### src/rtl/countdown_pkg.sv
// rtl/countdown_pkg.sv - shared types, segment glyphs and helpers for countdown_display
package countdown_pkg;

    typedef enum logic [1:0] {
        IDLE  = 2'd0,
        SHIFT = 2'd1,
        DONE  = 2'd2
    } conv_state_t;

    // Active-low segment patterns, ordered {g,f,e,d,c,b,a}
    localparam logic [6:0] SEG_BLANK = 7'b1111111;
    localparam logic [6:0] SEG_L     = 7'b1000111;
    localparam logic [6:0] SEG_U     = 7'b1000001;

    function automatic logic [6:0] digit_to_seg(input logic [3:0] d);
        logic [6:0] s;
        case (d)
            4'd0:    s = 7'b1000000;
            4'd1:    s = 7'b1111001;
            4'd2:    s = 7'b0100100;
            4'd3:    s = 7'b0110000;
            4'd4:    s = 7'b0011001;
            4'd5:    s = 7'b0010010;
            4'd6:    s = 7'b0000010;
            4'd7:    s = 7'b1111000;
            4'd8:    s = 7'b0000000;
            4'd9:    s = 7'b0010000;
            default: s = SEG_BLANK;
        endcase
        return s;
    endfunction

    function automatic int refresh_div(input int clock, input int hz);
        int d;
        d = clock / (hz * 4);
        return (d < 1) ? 1 : d;
    endfunction

endpackage

### src/rtl/countdown_display_bin2bcd.sv
// rtl/countdown_display_bin2bcd.sv - 7-bit sequential shift-add-3 binary to BCD converter
module bin2bcd_seq
    import countdown_pkg::*;
(
    input  logic       clk,
    input  logic       reset,
    input  logic       start,
    input  logic [6:0] value,
    output logic       busy,
    output logic       done,
    output logic [3:0] hundreds,
    output logic [3:0] tens,
    output logic [3:0] ones
);

    conv_state_t state, next_state;
    logic [18:0] sr;
    logic [2:0]  iter;

    // One double-dabble step: correct each BCD nibble, then shift in the next binary bit
    function automatic logic [18:0] dabble(input logic [18:0] v);
        logic [18:0] t;
        t = v;
        if (t[18:15] >= 4'd5) t[18:15] = t[18:15] + 4'd3;
        if (t[14:11] >= 4'd5) t[14:11] = t[14:11] + 4'd3;
        if (t[10:7]  >= 4'd5) t[10:7]  = t[10:7]  + 4'd3;
        return {t[17:0], 1'b0};
    endfunction

    always_comb begin
        next_state = state;
        case (state)
            IDLE:    if (start) next_state = SHIFT;
            SHIFT:   if (iter == 3'd6) next_state = DONE;
            DONE:    next_state = IDLE;
            default: next_state = IDLE;
        endcase
    end

    always_ff @(posedge clk) begin
        if (reset) begin
            state    <= IDLE;
            sr       <= '0;
            iter     <= '0;
            busy     <= 1'b0;
            done     <= 1'b0;
            hundreds <= '0;
            tens     <= '0;
            ones     <= '0;
        end else begin
            state <= next_state;
            done  <= 1'b0;
            case (state)
                IDLE: begin
                    if (start) begin
                        sr   <= {12'd0, value};
                        iter <= '0;
                        busy <= 1'b1;
                    end
                end
                SHIFT: begin
                    sr   <= dabble(sr);
                    iter <= iter + 3'd1;
                end
                DONE: begin
                    hundreds <= sr[18:15];
                    tens     <= sr[14:11];
                    ones     <= sr[10:7];
                    busy     <= 1'b0;
                    done     <= 1'b1;
                end
                default: ;
            endcase
        end
    end

endmodule

### src/rtl/countdown_display.sv
// rtl/countdown_display.sv - 4-digit multiplexed 7-segment front end; COUNTDOWN_BLINK_EN adds 2 Hz blink
module countdown_display
    import countdown_pkg::*;
#(
    parameter int CLOCK      = 50000000,
    parameter int REFRESH_HZ = 1000
) (
    input  logic       clk,
    input  logic       reset,
    input  logic [6:0] current,
    input  logic       win,
    input  logic       lose,
    output logic [3:0] an,
    output logic [6:0] seg,
    output logic       busy
);

    localparam int REFRESH_DIV = refresh_div(CLOCK, REFRESH_HZ);
    localparam int RW = (REFRESH_DIV > 1) ? $clog2(REFRESH_DIV) : 1;

    logic [6:0] last_val;
    logic       force_conv;
    logic       start;
    logic       conv_done;
    logic [3:0] hundreds, tens, ones;

    // Changes arriving while busy are held off here and picked up once IDLE returns
    assign start = force_conv || (current != last_val);

    always_ff @(posedge clk) begin
        if (reset) begin
            last_val   <= '0;
            force_conv <= 1'b1;
        end else if (start && !busy) begin
            last_val   <= current;
            force_conv <= 1'b0;
        end
    end

    bin2bcd_seq u_conv (
        .clk      (clk),
        .reset    (reset),
        .start    (start),
        .value    (current),
        .busy     (busy),
        .done     (conv_done),
        .hundreds (hundreds),
        .tens     (tens),
        .ones     (ones)
    );

    logic blank_num;

`ifdef COUNTDOWN_BLINK_EN
    localparam int BLINK_DIV = (CLOCK / 4 < 1) ? 1 : CLOCK / 4;
    localparam int BW = (BLINK_DIV > 1) ? $clog2(BLINK_DIV) : 1;

    logic [BW-1:0] blink_cnt;
    logic          blink_phase;

    always_ff @(posedge clk) begin
        if (reset || (!win && !lose)) begin
            blink_cnt   <= '0;
            blink_phase <= 1'b0;
        end else if (blink_cnt == BW'(BLINK_DIV - 1)) begin
            blink_cnt   <= '0;
            blink_phase <= ~blink_phase;
        end else begin
            blink_cnt <= blink_cnt + 1'b1;
        end
    end

    assign blank_num = (win || lose) && blink_phase;
`else
    assign blank_num = 1'b0;
`endif

    logic [RW-1:0] refresh_cnt;
    logic [1:0]    idx;
    logic [1:0]    nidx;
    logic [6:0]    next_seg;

    assign nidx = idx + 2'd1;

    // Content is computed for the digit being switched to, so an and seg change together
    always_comb begin
        next_seg = SEG_BLANK;
        case (nidx)
            2'd0: next_seg = digit_to_seg(ones);
            2'd1: next_seg = (hundreds == 4'd0 && tens == 4'd0) ? SEG_BLANK : digit_to_seg(tens);
            2'd2: next_seg = (hundreds == 4'd0) ? SEG_BLANK : digit_to_seg(hundreds);
            2'd3: next_seg = lose ? SEG_L : (win ? SEG_U : SEG_BLANK);
            default: next_seg = SEG_BLANK;
        endcase
        if (blank_num && nidx != 2'd3) next_seg = SEG_BLANK;
    end

    always_ff @(posedge clk) begin
        if (reset) begin
            refresh_cnt <= '0;
            idx         <= '0;
            an          <= 4'b1111;
            seg         <= SEG_BLANK;
        end else if (refresh_cnt == RW'(REFRESH_DIV - 1)) begin
            refresh_cnt <= '0;
            idx         <= nidx;
            an          <= ~(4'b0001 << nidx);
            seg         <= next_seg;
        end else begin
            refresh_cnt <= refresh_cnt + 1'b1;
        end
    end

endmodule

### config.mk
export PLATFORM = sky130hd
export DESIGN_NAME = countdown_display
export DESIGN_NICKNAME = d
export VERILOG_FILES = /design/src/rtl/countdown_pkg.sv /design/src/rtl/countdown_display_bin2bcd.sv /design/src/rtl/countdown_display.sv
export SDC_FILE = /design/constraint.sdc
export NUM_CORES = 1
export LEC_CHECK = 0
export BUFFER_PORTS_ARGS = -buffer_cell sky130_fd_sc_hd__buf_2
export CORE_AREA = 2 2 88 90
export CTS_CLUSTER_SIZE = 10
export DETAILED_ROUTE_END_ITERATION = 8
export DIE_AREA = 0 0 90 92
export GPL_ROUTABILITY_DRIVEN = 1
export HOLD_SLACK_MARGIN = 0.1
export PLACE_DENSITY = 0.79
export RECOVER_POWER = 25
export SYNTH_ARGS = -nofsm -noshare
export SYNTH_HDL_FRONTEND = slang
export SYNTH_SLANG_ARGS = --single-unit
### constraint.sdc
create_clock -name clk -period 2.7 [get_ports clk]
set_input_delay 0 -clock clk [delete_from_list [all_inputs] [get_ports clk]]
set_output_delay 0 -clock clk [all_outputs]
set_load 0.05 [all_outputs]
==> results.sh, run 1 <==
export IMPL_status="complete, no violations"
export IMPL_r2r_slack_ps=460
export IMPL_hold_viol=0
export IMPL_yosys_warnings=0
export IMPL_drt_iter0_markers=141
export IMPL_yosys_top_cells_count="dfxtp_1 (93), nor2_1 (56), mux2i_1 (38)"
export IMPL_synth_most_common_cell="dfxtp_1"
export IMPL_cts_sinks=93
export IMPL_worst_path_buf_inv=1
export IMPL_p_clk_share_pct=36.7
export IMPL_postSynthRegisterBits=93
export IMPL_fmax_ghz=0.446
export IMPL_die_w_um=90
export IMPL_seq_area_um2=1860
export IMPL_worstPathArrival_ps=2460
export IMPL_synth_edf_count=0
export IMPL_cts_root_buf="clkbuf_8"
export IMPL_via_count=3286
export IMPL_r2r_cells=7
export IMPL_slew_limit_headroom_pct=53.3
export IMPL_multiInputGateArea_um2=2330
export IMPL_netlist_area_um2=4420
export IMPL_hold_class="in -> reg"
export IMPL_synth_compound_area_share_pct=14.2
export IMPL_fp_dieH_um=92
export IMPL_synthesis_nets=525
export IMPL_synth_simple_gate_area_share_pct=16.4
export IMPL_dr_pass1_iters=4
export IMPL_drc=0
export IMPL_netlist_area_leader_share_pct=42.1
export IMPL_worstSetupPathType="reg -> reg"
export IMPL_cts_tree="yes"
export IMPL_synthCells=485
export IMPL_synth_xor_area_share_pct=4.95
export IMPL_antenna_found_initial=0
export IMPL_tightest_slew_ps=700
export IMPL_grt_setup_unrepaired="no"
export IMPL_combPwrFrac_pct=5.9
export IMPL_max_stage_delay_ps=510
export IMPL_grt_pass1_vias=3028
export IMPL_cap_violations=0
export IMPL_dieArea_um2=8280
export IMPL_post_route_min_period_ps=2240
export IMPL_crit_family="simple AND/OR/NAND/NOR gates"
export IMPL_stdcell_count=611
export IMPL_finalSetupViolCount=0
export IMPL_ir_drop_mv=0.323
export IMPL_place_congestion=0.848
export IMPL_core_area_um2=7450
export IMPL_yosys_area_top_type="dfxtp_1"
export IMPL_nFillCells=621
export IMPL_grt_pass1_wl_um=13700
export IMPL_dp_cells=590
export IMPL_drive_gt1_share_pct=10.2
export IMPL_synthTopCellsByArea="dfxtp_1 (42%), mux2i_1 (8.6%), ha_1 (8.2%), nor2_1 (4.8%), a21oi_1 (3.8%)"
export IMPL_fp_row_count=32
export IMPL_grt_overflow=0
export IMPL_critPathSlowestCell="nand2b_1"
export IMPL_synthFlopType="dfxtp_1"
export IMPL_post_cts_buffers=0
export IMPL_p_leak_nw=2.07
export IMPL_power_share_switching_pct=23.1
export IMPL_grt_start_max_net_pins=38
export IMPL_cts_made_buffers=9
export IMPL_synth_adder_area_share_pct=8.21
export IMPL_ant_nets=0
export IMPL_cts_hold_buffers_added=7
export IMPL_p_seq_share_pct=57.5
export IMPL_dp_hpwl_um=5620
export IMPL_start_util_pct=59.4
export IMPL_critPathLaunchType="flop"
export IMPL_power_density_nw_per_um2=512
export IMPL_io_buffers=22
export IMPL_cts_resized=0
export IMPL_setup_tns_ps=0
export IMPL_synth_top_family_by_area="simple AND/OR/NAND/NOR gates"
export IMPL_crit_top_cell="mux2i_1"
export IMPL_holdWs_ps=163
export IMPL_grt_total_usage_pct=20.1
export IMPL_routedWlPerCell_um=13.2
export IMPL_clockBufferDepth=2
export IMPL_net_switching_power_mw=0.571
export IMPL_clk_pin_slew_worst_paths_ps=90
export IMPL_period_share_pct=83.0
export IMPL_path_depth=7
export IMPL_synthArstFlopShare_pct=0
export IMPL_ys_seq_area_share_pct=42.1
export IMPL_fin_skew_ps=11.3
export IMPL_viasPerCell=5.38
export IMPL_ios=23
export IMPL_num_nets_final=546
export IMPL_cp_data_required_time_ps=2920
export IMPL_synth_mux_area_share_pct=8.86
export IMPL_internal_power_mw=1.90
export IMPL_n_antenna_cell=0
export IMPL_end_kind="flop"
export IMPL_hold_depth=2
export IMPL_drv_slew=0
export IMPL_crit_chain="nand2b_1 -> buf_4 -> mux2i_1 -> or2_2 -> ha_1 -> mux2i_1 -> a21oi_1"
export IMPL_cts_max_level=3
export IMPL_wirelength_um=8070
export IMPL_clock_latency_ps=360
export IMPL_synth_cell_type_count=45
export IMPL_postSynthAreaPerCell_um2=9.12
export IMPL_syn_to_final_growth_pct=9.25
export IMPL_crit_fanout=11
## stage by stage
| stage | setup slack (ps) | power, mW | utilization (%) | area, um2 |
|---|---|---|---|---|
| 2_1_floorplan | 888 | 1.56 | - | 4420 |
| 3_3_place_gp | 576 | 1.59 | 61.6 | 4590 |
| 3_5_place_dp | 500 | 1.59 | 61.6 | 4590 |
| 4_1_cts | 470 | 2.49 | 65.1 | 4850 |
| 5_1_grt | 218 | 2.57 | 64.9 | 4830 |
| 6_report | 459 | 2.47 | 64.9 | 4830 |
## metal layers
layer / wire [um] / GRT usage (%)
met1: 3760 / 24.3
met2: 3940 / 35.3
met3: 282 / 4.35
met4: 82 / 7.18
met5: 0 / 0
## cells by family (layout without fill, tap and decap cells)
logic type | after synthesis | in the layout
adders and majority gates | 29 | 29
buffers and inverters | 53 | 77
xor gates and xnor gates | 25 | 25
and+or+nand+nor | 146 | 146
muxes | 39 | 39
AOI/OAI and AO/OA | 100 | 100
DFF | 93 | 93
## power groups by stage
stage | Clock [mW] | Combinational, mW | Sequential (mW)
2_1_floorplan | 0 | 0.108 | 1.45
6_report | 0.908 | 0.145 | 1.42
4_1_cts | 0.920 | 0.146 | 1.42
5_1_grt | 0.985 | 0.163 | 1.43
3_5_place_dp | 0 | 0.138 | 1.45
3_3_place_gp | 0 | 0.134 | 1.45
## final timing paths
| path | start | to |
|---|---|---|
| setup / recovery | u_conv.state[0] | flop |
| hold / removal | reset | u_conv.sr[15] |
| setup reg to reg | u_conv.state[0] | flop |
| hold reg to reg | seg[1] | seg[1] |
## layout make-up
type,count,area share [%]
clock buffers,11,2.93
clock inverters,3,0.984
inverters,25,1.94
multi-input cells,339,48.1
flip-flops and latches,93,38.5
well taps,102,2.64
repair buffers,38,4.82
## layout by cell type (no fill, tap or decap), types with 13 or more instances in the layout
cell type | netlist | final
clkbuf_1 | 16 | 13
a21oi_1 | 34 | 34
mux2i_1 | 38 | 38
o21ai_0 | 25 | 25
nand2_1 | 17 | 17
ha_1 | 29 | 29
dfxtp_1 | 93 | 93
inv_1 | 25 | 25
xor2_1 | 18 | 18
nand3_1 | 25 | 25
nor2_1 | 56 | 56
## worst register-to-register path, delay by kind of cell (launching register included)
| family | cells | cell delay (ps) |
|---|---|---|
| flops | 1 | 370 |
| fa+ha+maj | 1 | 320 |
| simple gates | 2 | 850 |
| mux | 2 | 230 |
| buf+inv | 1 | 230 |
| compound gates | 1 | 100 |
(Power assumes the default switching activity.)
==> run 2, diff against run 1 <==
--- a/config.mk
+++ b/config.mk
@@ -5,14 +5,15 @@
 export SDC_FILE = /design/constraint.sdc
 export NUM_CORES = 1
 export LEC_CHECK = 0
+export ABC_AREA = 1
 export BUFFER_PORTS_ARGS = -buffer_cell sky130_fd_sc_hd__buf_2
-export CORE_AREA = 2 2 88 90
+export CORE_AREA = 2 2 95 97
 export CTS_CLUSTER_SIZE = 10
 export DETAILED_ROUTE_END_ITERATION = 8
-export DIE_AREA = 0 0 90 92
+export DIE_AREA = 0 0 97 99
 export GPL_ROUTABILITY_DRIVEN = 1
 export HOLD_SLACK_MARGIN = 0.1
-export PLACE_DENSITY = 0.79
+export PLACE_DENSITY = 0.74
 export RECOVER_POWER = 25
 export SYNTH_ARGS = -nofsm -noshare
 export SYNTH_HDL_FRONTEND = slang
==> constraint.sdc (replaced) <==
create_clock -name clk -period 2 [get_ports clk]
set_input_delay 0 -clock clk [delete_from_list [all_inputs] [get_ports clk]]
set_output_delay 0 -clock clk [all_outputs]
set_load 0.05 [all_outputs]
==> run 2 against run 1 <==
Effect of this change: highest routed layer unchanged; sequential share of layout area down 1.6 points; global-route usage down 0.70 points; first-iteration DRC count up 17%; largest cell class unchanged.
==> results.sh, run 2 <==
export IMPL_clock_latency_ps=360
export IMPL_clockBufferDepth=2
export IMPL_core_area_um2=8550
export IMPL_wirelength_um=8750
export IMPL_dr_pass1_iters=5
export IMPL_synthArstFlopShare_pct=0
export IMPL_ant_nets=0
export IMPL_cts_root_buf="clkbuf_8"
export IMPL_synthFlopType="dfxtp_1"
export IMPL_seq_area_um2=1860
export IMPL_fp_dieH_um=99
export IMPL_fin_skew_ps=12.6
export IMPL_post_route_min_period_ps=1820
export IMPL_postSynthRegisterBits=93
export IMPL_nFillCells=808
export IMPL_dieArea_um2=9600
export IMPL_ios=23
export IMPL_fmax_ghz=0.549
export IMPL_cts_made_buffers=9
export IMPL_fin_util_pct=59.0
export IMPL_dp_hpwl_um=6240
export IMPL_grt_overflow=0
export IMPL_cts_tree="yes"
export IMPL_synthCells=631
export IMPL_place_congestion=0.837
export IMPL_grt_total_usage_pct=19.4
export IMPL_yosys_top_cells_count="nand2_1 (106), nor2_1 (94), dfxtp_1 (93)"
export IMPL_status="complete, no violations"
export IMPL_multiInputGateArea_um2=2250
export IMPL_end_kind="flop"
export IMPL_grt_pass1_vias=3641
export IMPL_min_to="seg[5]"
export IMPL_r2r_cells=8
export IMPL_r2r_slack_ps=180
export IMPL_drv_slew=0
export IMPL_dpl_cell_area_um2=4780
export IMPL_num_nets_final=702
export IMPL_netlist_area_um2=4580
export IMPL_synth_cell_type_count=37
export IMPL_mostFrequentLayoutCells="nand2_1 (106), nor2_1 (94), dfxtp_1 (92)"
export IMPL_postSynthAreaPerCell_um2=7.26
export IMPL_synthTopCellsByArea="dfxtp_1 (41%), nand2_1 (8.7%), ha_1 (7.9%), nor2_1 (7.7%), o21ai_0 (6.6%)"
export IMPL_synth_most_common_cell="nand2_1"
export IMPL_worstReg2RegEnd="seg[2]"
export IMPL_die_w_um=97
export IMPL_yosys_area_top_type="dfxtp_1"
export IMPL_crit_fanout=8
export IMPL_setup_tns_ps=0
export IMPL_grt_setup_unrepaired="no"
export IMPL_worstHoldStart="win"
export IMPL_via_count=3895
export IMPL_rr_startpoint="idx[1]"
export IMPL_n_antenna_cell=0
export IMPL_drc=0
export IMPL_synth_edf_count=0
export IMPL_period_share_pct=91.0
export IMPL_grt_pass1_wl_um=15600
export IMPL_start_util_pct=53.6
export IMPL_synthesis_nets=671
export IMPL_cap_violations=0
export IMPL_worstSetupPathType="reg -> reg"
export IMPL_ys_seq_area_share_pct=40.6
export IMPL_fp_row_count=34
export IMPL_tightest_slew_ps=735
export IMPL_antenna_found_initial=0
export IMPL_hold_class="in -> reg"
export IMPL_cts_max_level=3
export IMPL_setup_ws_ps=179
export IMPL_critPathLaunchType="flop"
export IMPL_routedWlPerCell_um=11.3
export IMPL_syn_to_final_growth_pct=10.1
export IMPL_p_leak_nw=2.27
export IMPL_cp_data_required_time_ps=2260
export IMPL_hold_depth=6
export IMPL_ir_drop_mv=0.395
export IMPL_hold_viol=0
export IMPL_pre_cts_slack_ps=227
export IMPL_post_cts_buffers=0
export IMPL_io_buffers=22
export IMPL_finalSetupViolCount=0
export IMPL_clk_pin_slew_worst_paths_ps=80
export IMPL_worstPathArrival_ps=2080
export IMPL_cts_sinks=93
export IMPL_drive_gt1_share_pct=9.00
export IMPL_power_density_nw_per_um2=683
export IMPL_fin_area_um2=5040
export IMPL_yosys_warnings=0
export IMPL_slew_limit_headroom_pct=50.6
export IMPL_final_common_cell="nand2_1"
export IMPL_drt_iter0_markers=165
export IMPL_netlist_area_leader_share_pct=40.6
export IMPL_grt_start_max_net_pins=33
export IMPL_viasPerCell=5.03
-- run 2: changes by cell type in the layout (fill, tap and decap cells not counted), sizes merged, moves of 12 or more --
cell / change
xor2: -14
a211o: -12
a21oi: +13
o21ai: +49
nand3: +17
nand2: +91
nor2: +39
inv: +63
mux2i: -38
-- run 2: logic make-up (layout without fill, tap and decap cells) --
| kind of cell | count (synthesis) | in the layout | synth area share, % |
|---|---|---|---|
| compound gates | 130 | 130 | 15.5 |
| xor+xnor | 5 | 5 | 0.956 |
| fa+ha+maj | 29 | 29 | 7.92 |
| buf+inv | 107 | 143 | 9.72 |
| flops | 93 | 93 | 40.6 |
| simple gates | 267 | 267 | 25.3 |
-- run 2: layout make-up --
class | instances | share of cell area [%]
Multi-Input combinational cell | 431 | 44.5
Sequential cell | 93 | 36.9
Inverter | 88 | 6.55
Timing Repair Buffer | 39 | 5.16
Clock buffer | 11 | 3.00
Tap cell | 108 | 2.68
Clock inverter | 5 | 1.17
-- run 2: worst max-delay path by stage --
stage / start / endpoint / slack [ps]
2_1_floorplan: u_conv.state[0] / flop / 360
3_5_place_dp: u_conv.state[1] / flop / 230
5_1_grt: u_conv.state[1] / flop / 30
6_report: idx[1] / seg[2] / 180
4_1_cts: idx[0] / seg[2] / 90
3_3_place_gp: u_conv.state[0] / flop / 320
-- run 2: repair_timing --
action,in CTS,in global routing
hold endpoints to repair,15,0
endpoints found under the setup margin,0,4
gates resized for setup,0,3
hold buffers,10,0
-- run 2: routing by layer --
| layer | vias to the layer above | track usage (%) | wire length, um |
|---|---|---|---|
| met5 | - | 0 | 0 |
| met1 | 1762 | 23.9 | 4140 |
| met4 | 0 | 7.26 | 158 |
| met2 | 42 | 34.1 | 4190 |
| met3 | 14 | 3.26 | 254 |
| li1 | 2077 | - | - |
-- run 2: report_power, final --
group	leakage [nW]	internal, mW	switching [mW]
Combinational	1.42	0.0893	0.153
Sequential	0.756	1.89	0.0278
Clock	0.102	0.645	0.638
Total	2.27	2.62	0.819
-- run 2: through the flow --
| stage | instances | power (mW) | hold WS, ps |
|---|---|---|---|
| 2_1_floorplan | 631 | 2.13 | 165 |
| 3_3_place_gp | 749 | 2.18 | 279 |
| 3_5_place_dp | 749 | 2.19 | 297 |
| 4_1_cts | 775 | 3.48 | 162 |
| 5_1_grt | 775 | 3.59 | 219 |
| 6_report | 775 | 3.44 | 176 |
-- run 2: worst max-delay path: stages, from the launching register on --
cell,delay (ps)
dfxtp_1,360
ha_1,250
inv_2,140
nand2_1,70
o22ai_1,100
dlygate4sd3_1,590
nand3_1,90
nand2_1,80
nand2_1,40
